### config.mk
export PLATFORM = sky130hd
export DESIGN_NAME = flex_fifo
export DESIGN_NICKNAME = d
export VERILOG_FILES = /design/src/rtl/flex_fifo.sv
export SDC_FILE = /design/constraint.sdc
export NUM_CORES = 1
export LEC_CHECK = 0
export CORE_MARGIN = 5
export CORE_UTILIZATION = 45
export DETAILED_ROUTE_END_ITERATION = 8
export SYNTH_ARGS = -nofsm -noshare
export SYNTH_HDL_FRONTEND = slang
export SYNTH_SLANG_ARGS = --single-unit
### constraint.sdc
create_clock -name clk -period 7 [get_ports clk]
set_input_delay 1.4 -clock clk [delete_from_list [all_inputs] [get_ports clk]]
set_output_delay 1.4 -clock clk [all_outputs]
set_load 0.02 [all_outputs]
### src/rtl/flex_fifo.sv
// Circular-buffer FIFO with write-to-read bypass, peek, flush and sticky error flags.
// Optional peak-occupancy tracking is enabled by defining FLEX_FIFO_STATS_EN.
module flex_fifo #(
    parameter int unsigned DATA_WIDTH   = 32,
    parameter int unsigned DEPTH_BITS   = 3,
    parameter int unsigned AFULL_SLACK  = 2,
    parameter int unsigned AEMPTY_LEVEL = 1
) (
    input  logic                  clk,
    input  logic                  reset,
    input  logic [DATA_WIDTH-1:0] write_data,
    input  logic                  wrtEn,
    input  logic                  rdEn,
    input  logic                  peek,
    input  logic                  flush,
    output logic [DATA_WIDTH-1:0] read_data,
    output logic                  valid,
    output logic [DEPTH_BITS:0]   count,
    output logic                  full,
    output logic                  almost_full,
    output logic                  empty,
    output logic                  almost_empty,
    output logic                  overflow,
    output logic                  underflow,
    output logic [DEPTH_BITS:0]   high_water
);

    localparam int unsigned Depth = 1 << DEPTH_BITS;
    localparam int unsigned CntW  = DEPTH_BITS + 1;
    localparam logic [CntW-1:0] DepthCnt   = CntW'(Depth);
    localparam logic [CntW-1:0] AfullCnt   = CntW'(Depth - AFULL_SLACK);
    localparam logic [CntW-1:0] AemptyCnt  = CntW'(AEMPTY_LEVEL);

    logic [DATA_WIDTH-1:0] mem_q [Depth];
    logic [DEPTH_BITS-1:0] wr_ptr_q, wr_ptr_d;
    logic [DEPTH_BITS-1:0] rd_ptr_q, rd_ptr_d;
    logic [CntW-1:0]       count_q, count_d;
    logic                  overflow_q, overflow_d;
    logic                  underflow_q, underflow_d;

    logic is_empty, is_full, bypass, wr_acc, rd_acc;

    assign is_empty = (count_q == '0);
    assign is_full  = (count_q == DepthCnt);
    // A simultaneous read/write on an empty queue passes straight through, storing nothing.
    assign bypass   = wrtEn & rdEn & is_empty;
    assign wr_acc   = wrtEn & (~is_full | rdEn) & ~bypass & ~flush;
    assign rd_acc   = rdEn & ~is_empty & ~flush;

    always_comb begin
        wr_ptr_d    = wr_ptr_q;
        rd_ptr_d    = rd_ptr_q;
        count_d     = count_q;
        overflow_d  = overflow_q | (wrtEn & ~rdEn & is_full & ~flush);
        underflow_d = underflow_q | (rdEn & ~wrtEn & is_empty & ~flush);
        if (flush) begin
            wr_ptr_d = '0;
            rd_ptr_d = '0;
            count_d  = '0;
        end else begin
            if (wr_acc) wr_ptr_d = wr_ptr_q + 1'b1;
            if (rd_acc) rd_ptr_d = rd_ptr_q + 1'b1;
            unique case ({wr_acc, rd_acc})
                2'b10:   count_d = count_q + 1'b1;
                2'b01:   count_d = count_q - 1'b1;
                default: count_d = count_q;
            endcase
        end
    end

    always_ff @(posedge clk) begin
        if (reset) begin
            wr_ptr_q    <= '0;
            rd_ptr_q    <= '0;
            count_q     <= '0;
            overflow_q  <= 1'b0;
            underflow_q <= 1'b0;
        end else begin
            wr_ptr_q    <= wr_ptr_d;
            rd_ptr_q    <= rd_ptr_d;
            count_q     <= count_d;
            overflow_q  <= overflow_d;
            underflow_q <= underflow_d;
        end
    end

    // Storage is deliberately not reset.
    always_ff @(posedge clk) begin
        if (!reset && wr_acc) mem_q[wr_ptr_q] <= write_data;
    end

    always_comb begin
        read_data    = mem_q[rd_ptr_q];
        valid        = (rdEn | peek) & ~is_empty;
        if (wrtEn & is_empty & (rdEn | peek)) begin
            read_data = write_data;
            valid     = 1'b1;
        end
        count        = count_q;
        full         = is_full;
        almost_full  = (count_q >= AfullCnt);
        empty        = is_empty;
        almost_empty = (count_q <= AemptyCnt);
        if (reset) begin
            valid        = 1'b0;
            count        = '0;
            full         = 1'b0;
            almost_full  = 1'b0;
            empty        = 1'b1;
            almost_empty = 1'b1;
        end
    end

    assign overflow  = overflow_q;
    assign underflow = underflow_q;

`ifdef FLEX_FIFO_STATS_EN
    logic [CntW-1:0] high_water_q;

    always_ff @(posedge clk) begin
        if (reset) begin
            high_water_q <= '0;
        end else if (count_d > high_water_q) begin
            high_water_q <= count_d;
        end
    end

    assign high_water = high_water_q;
`else
    assign high_water = '0;
`endif

endmodule

After elaboration in Yosys (flattened, before gate mapping)
Memory sizes are Yosys's and may differ from the RTL's. A register that Yosys moved wholly into a read port is not among the register bits.
Cells that the tools add are included.

operators by class
  $add $sub $neg = 4
  $mul = 0
  divide/modulo/power cells = 0
  magnitude comparators = 2
  equality and inequality tests = 3
  shift operators = 0
  mux-type cells = 13
  bitwise operators = 26
  reduce and logical (&&, ||, !) cells = 5

operator list
  operator               count
  $mux W32               1
  $and A1 B1 Y1          16
  $mux W1                8
  $pmux W4 S2            1
  $add A3 B1 Y3 const B  2
  $mux W3                2
  $not A1 Y1             6
  $add A4 B1 Y4 const B  1
  $eq A4 B4 Y1 const B   1
  $ge A4 B3 Y1 const B   1
  $le A4 B1 Y1 const B   1
  $logic_not A4 Y1       1
  $mux W4                1
  $or A1 B1 Y1           4
  $sub A4 B1 Y4 const B  1
  $eq A2 B1 Y1 const B   1
  $eq A2 B2 Y1 const B   1
  $reduce_bool A2 Y1     1
  $reduce_or A2 Y1       1
  $logic_and A1 B1 Y1    1
  $logic_not A1 Y1       1

word-level totals
  bits in registers = 12
  latch bits = 0
  bits in writable memories = 256
  bits in read-only memories = 0
  input port bits = 38
  output and inout port bits = 47
  logic and storage cells = 59
  memories = 1

memories
  name   words  bits a word  rd ports  clocked after memory_dff  write ports  line  RTL
  mem_q  8      32           1         1                         1            34    logic [DATA_WIDTH-1:0] mem_q [Depth];

Depth between registers and ports, before layout
  word-level depth = 9
  depth in mapped cells = 11
  gate-level depth less buffers = 10

Worst setup path before layout
Ideal clock, no wire load.

  path kind = input to register
  start point = input port rdEn
  end point = memory mem_q[0][0], enable pin
  setup time = 0.513 ns
  arrival = 5.329 ns
  required time = 6.487 ns
  slack = 1.158 ns
  cell stages on the path = 4
  path buffers = 1
  cell sequence = clkbuf_1 -> xnor2_1 -> o21ai_2 -> nor4b_1

on the way
  word-level cells in the longest chain between the ends = 8
  elaborated cells between the ends (all ways) = 10
  those cells by class = mux: 2; bitwise: 7; reduce/logical: 1

RTL lines
  element                          line  RTL
  from (decl)                      13    input logic rdEn,
  $and A1 B1 Y1 (2 in series)      46    assign bypass = wrtEn & rdEn & is_empty;
  $not A1 Y1                       47    assign wr_acc = wrtEn & (~is_full | rdEn) & ~bypass & ~flush;
  $and A1 B1 Y1 * (2 in series)    47
  $logic_and A1 B1 Y1 *            89    if (!reset && wr_acc) mem_q[wr_ptr_q] <= write_data;
  $mux W1 *                        89
  $mux W1 (not written as such) *  89
  to (decl)                        34

Every way passes the cells marked *; elsewhere a longest branch is shown, timed or not.

Worst setup path in the final report
  start point = input port rdEn
  end point = output port read_data[9]

on the way
  word-level cells in the longest chain between the ends = 3

RTL lines
  element        line  RTL
  $or A1 B1 Y1   95    if (wrtEn & is_empty & (rdEn | peek)) begin
  $and A1 B1 Y1  95
  $mux W32       95
  to (decl)      16    output logic [DATA_WIDTH-1:0] read_data,

No other way between the ends.

==> flow_metrics.py <==
metrics = {
    "die": {
        "core_area_um2": 24180,
        "initial_utilization_pct": 45.33,
        "rows": 57,
        "die-area_um2": 27570,
        "ioPinCount": 85,
        "die_height_um": 166.1,
        "die_w_um": 166.1,
    },
    "yosys": {
        "synthCells": 693,
        "synth.area.top_cells": "edfxtp_1 70%, mux2i_1 12%, a22oi_1 4.4%",
        "synthesis.area_um2": 10960,
        "async_flop_share_pct": 0,
        "yosysTopAreaCellShare_pct": 70.14,
        "synth_warnings": 0,
        "ys.flop_type": "edfxtp_1",
        "yosys.cell_types.count": 39,
        "synth-edff-count": 256,
        "ys_seq_elements": 271,
        "seq_area_frac_synth_pct": 72.89,
        "avgSynthCellArea_um2": 15.81,
        "yosysTopAreaCell": "edfxtp_1",
    },
    "grt": {
        "grt_antenna_before_repair": 0,
        "grtUsageMet3_pct": 2.690,
        "busiest_layer": "met2",
        "met2_usage_pct": 27.86,
        "grt_pass1_wl_mm": 34.83,
        "grt_max_degree": 67,
        "grt_pass1_vias": 6191,
        "overflow": 0,
        "grtUsageTotal_pct": 15.99,
        "grtUsageMet1_pct": 21.34,
    },
    "clock_tree": {
        "hold_buffers": 0,
        "clock-sinks": 271,
        "clock_latency_ps": 520,
        "numCtsBuffers": 28,
        "cts_tree": "built",
        "cts_resized": 0,
        "cts_htree_levels": 1,
        "post_cts_buffers": 0,
        "root_buffer": "clkbuf_16",
        "path_clk_slew_ps": 60,
        "clockBufferDepth": 3,
    },
    "routing": {
        "wl_per_cell_um": 20.22,
        "drt_iter0_drc": 426,
        "drcViolationCount": 0,
        "viasPerCell": 5.346,
        "ant_nets": 0,
        "vias": 5988,
        "routed_wl_mm": 22.65,
        "drtPass1Iterations": 5,
    },
    "critical_path": {
        "critPathMaxFanout": 64,
        "cp-start-kind": "primary input",
        "cp.required_ps": 5600,
        "critPathSlowestCell": "clkdlybuf4s50_1",
        "worstPathArrival_ps": 3840,
        "critPathKind": "in -> out",
        "crit_chain": "clkdlybuf4s50_1 -> nor2_1 -> nor3b_4 -> buf_4 -> nand2_1 -> o21ai_0 -> clkdlybuf4s50_1",
        "cpPeakStageDelay_ps": 670,
        "crit_path_frequent_cell": "clkdlybuf4s50_1",
        "end_kind": "output pin",
    },
    "finish": {
        "final_cells": 1120,
        "drive_above_1_share_pct": 8.543,
        "n_fill_cell": 1945,
        "syn_to_final_growth_pct": 19.09,
        "multi_input_area_um2": 2790,
        "ff_latch_area_um2": 7991,
        "diodes": 0,
        "num-nets-final": 822,
    },
    "sta": {
        "max_freq_mhz": 190.9,
        "final-hold-violation-count": 0,
        "rsz0062_at_grt": "false",
        "fin_crit_sh_pct": 74.83,
        "worst_pin_slew_ps": 1210,
        "setup_ws_ps": 1762,
        "setup_tns_ps": 0,
        "clock_skew_ps": 7.931,
        "maxSlewHeadroom_pct": 19.35,
        "slew_viol_final": 0,
        "setup_viol": 0,
        "period_needed_ps": 5238,
    },
    "place": {
        "port_buffers": 80,
        "dp_hpwl_mm": 12.20,
        "dp.cells": 1070,
        "dp_slack_ps": 1765,
        "place.gp.congestion": 0.7299,
    },
    "power": {
        "power_switching_uw": 673.8,
        "p_clk_share_pct": 43.6,
        "cellLeakagePower_uw": 0.004120,
        "p_comb_share_pct": 4.9,
        "sw_frac_of_total_pct": 19.47,
        "power_density_nw_per_um2": 265.1,
        "power.internal_uw": 2786,
        "seqPwrFrac_pct": 51.6,
        "ir_drop_v": 0.0001509,
    },
    "flow_run": {
        "maxCapViolCount": 0,
    },
    "worst_hold_path": {
        "hold_path.class": "reg -> reg",
    },
    "run_status": {
        "status": "complete, no violations",
    },
}
[routing by layer]
metal / vias up / routed length (µm)
met4: 0 / 284
met1: 2979 / 9886
met5: - / 0
li1: 2824 / -
met2: 164 / 11290
met3: 21 / 1189
[cell usage after synthesis, drive strengths merged (2+ instances only)]
master and n:
a21oi 4, a22oi 64, buf 23, clkbuf 20, dfxtp 15, edfxtp 256, ha 8, inv 6
mux2i 130, nand2 72, nand3 3, nor2 25, nor2b 4, nor3 3, nor3b 2, o21ai 35
xnor2 3, xor2 5
[power groups by stage]
stage,Clock [µW],Combinational (µW),Sequential (µW)
6_report,1510,169,1780
4_1_cts,1540,171,1780
2_1_floorplan,0,87.4,1820
3_3_place_gp,0,166,1820
5_1_grt,1610,183,1780
3_5_place_dp,0,171,1820
[critical path: cells and delay by family]
kind                   cells  cell delay, ps
AND/OR/NAND/NOR            3             420
buffers and inverters      3            1840
AO/OA/AOI/OAI              1             150
[final timing paths]
| check | start | endpoint | slack [ps] | cells after the start |
|---|---|---|---|---|
| max | rdEn | read_data[9] | 1760 | 7 |
| min | overflow | overflow | 490 | 2 |
| max reg2reg | count_q[0] | mem_q[4][15] | 4170 | 7 |
| min reg2reg | overflow | overflow | 490 | 2 |
[layout by cell type (no fill, tap or decap), types with 5 or more instances in the layout]
cell	instances
a22oi_1	64
buf_4	13
bufinv_16	5
clkbuf_1	6
clkbuf_16	29
clkdlybuf4s50_1	80
clkinv_1	7
dfxtp_1	14
edfxtp_1	256
ha_1	8
inv_1	6
mux2i_1	130
nand2_1	72
nor2_1	21
o21ai_0	31
xor2_1	5
[registers in the layout, summed over array words and instances (netlist names), named ones only]
signal,cells
overflow,1
wr_ptr_q,3
underflow,1
rd_ptr_q,3
mem_q,256
count_q,4
[final cells by class]
| type | count | share of cell area [%] |
|---|---|---|
| clock buffer | 35 | 5.733 |
| sequential | 271 | 61.23 |
| multi-input combinational | 376 | 21.38 |
| inverter | 6 | 0.1726 |
| timing repair buffer | 93 | 6.883 |
| clock inverter | 15 | 1.496 |
| tap | 324 | 3.106 |
[logic make-up after synthesis]
logic type | after synthesis | synth area share, %
fa+ha+maj | 8 | 0.9134
compound gates | 107 | 6.531
mux | 130 | 11.87
flops | 271 | 72.89
buf+inv | 49 | 2.386
other cells | 1 | 0.03422
simple gates | 119 | 4.738
xor+xnor | 8 | 0.6394
[stage by stage]
stage	cell area [µm²]	hold WS (ps)	util, %	total power, µW
2_1_floorplan	10970	454.1	-	1903
3_3_place_gp	12110	459.7	50.08	1983
3_5_place_dp	12110	476.5	50.08	1989
4_1_cts	13050	487.1	53.98	3491
5_1_grt	13050	525.7	53.98	3577
6_report	13050	485.3	53.98	3460
(Power assumes the default switching activity.)
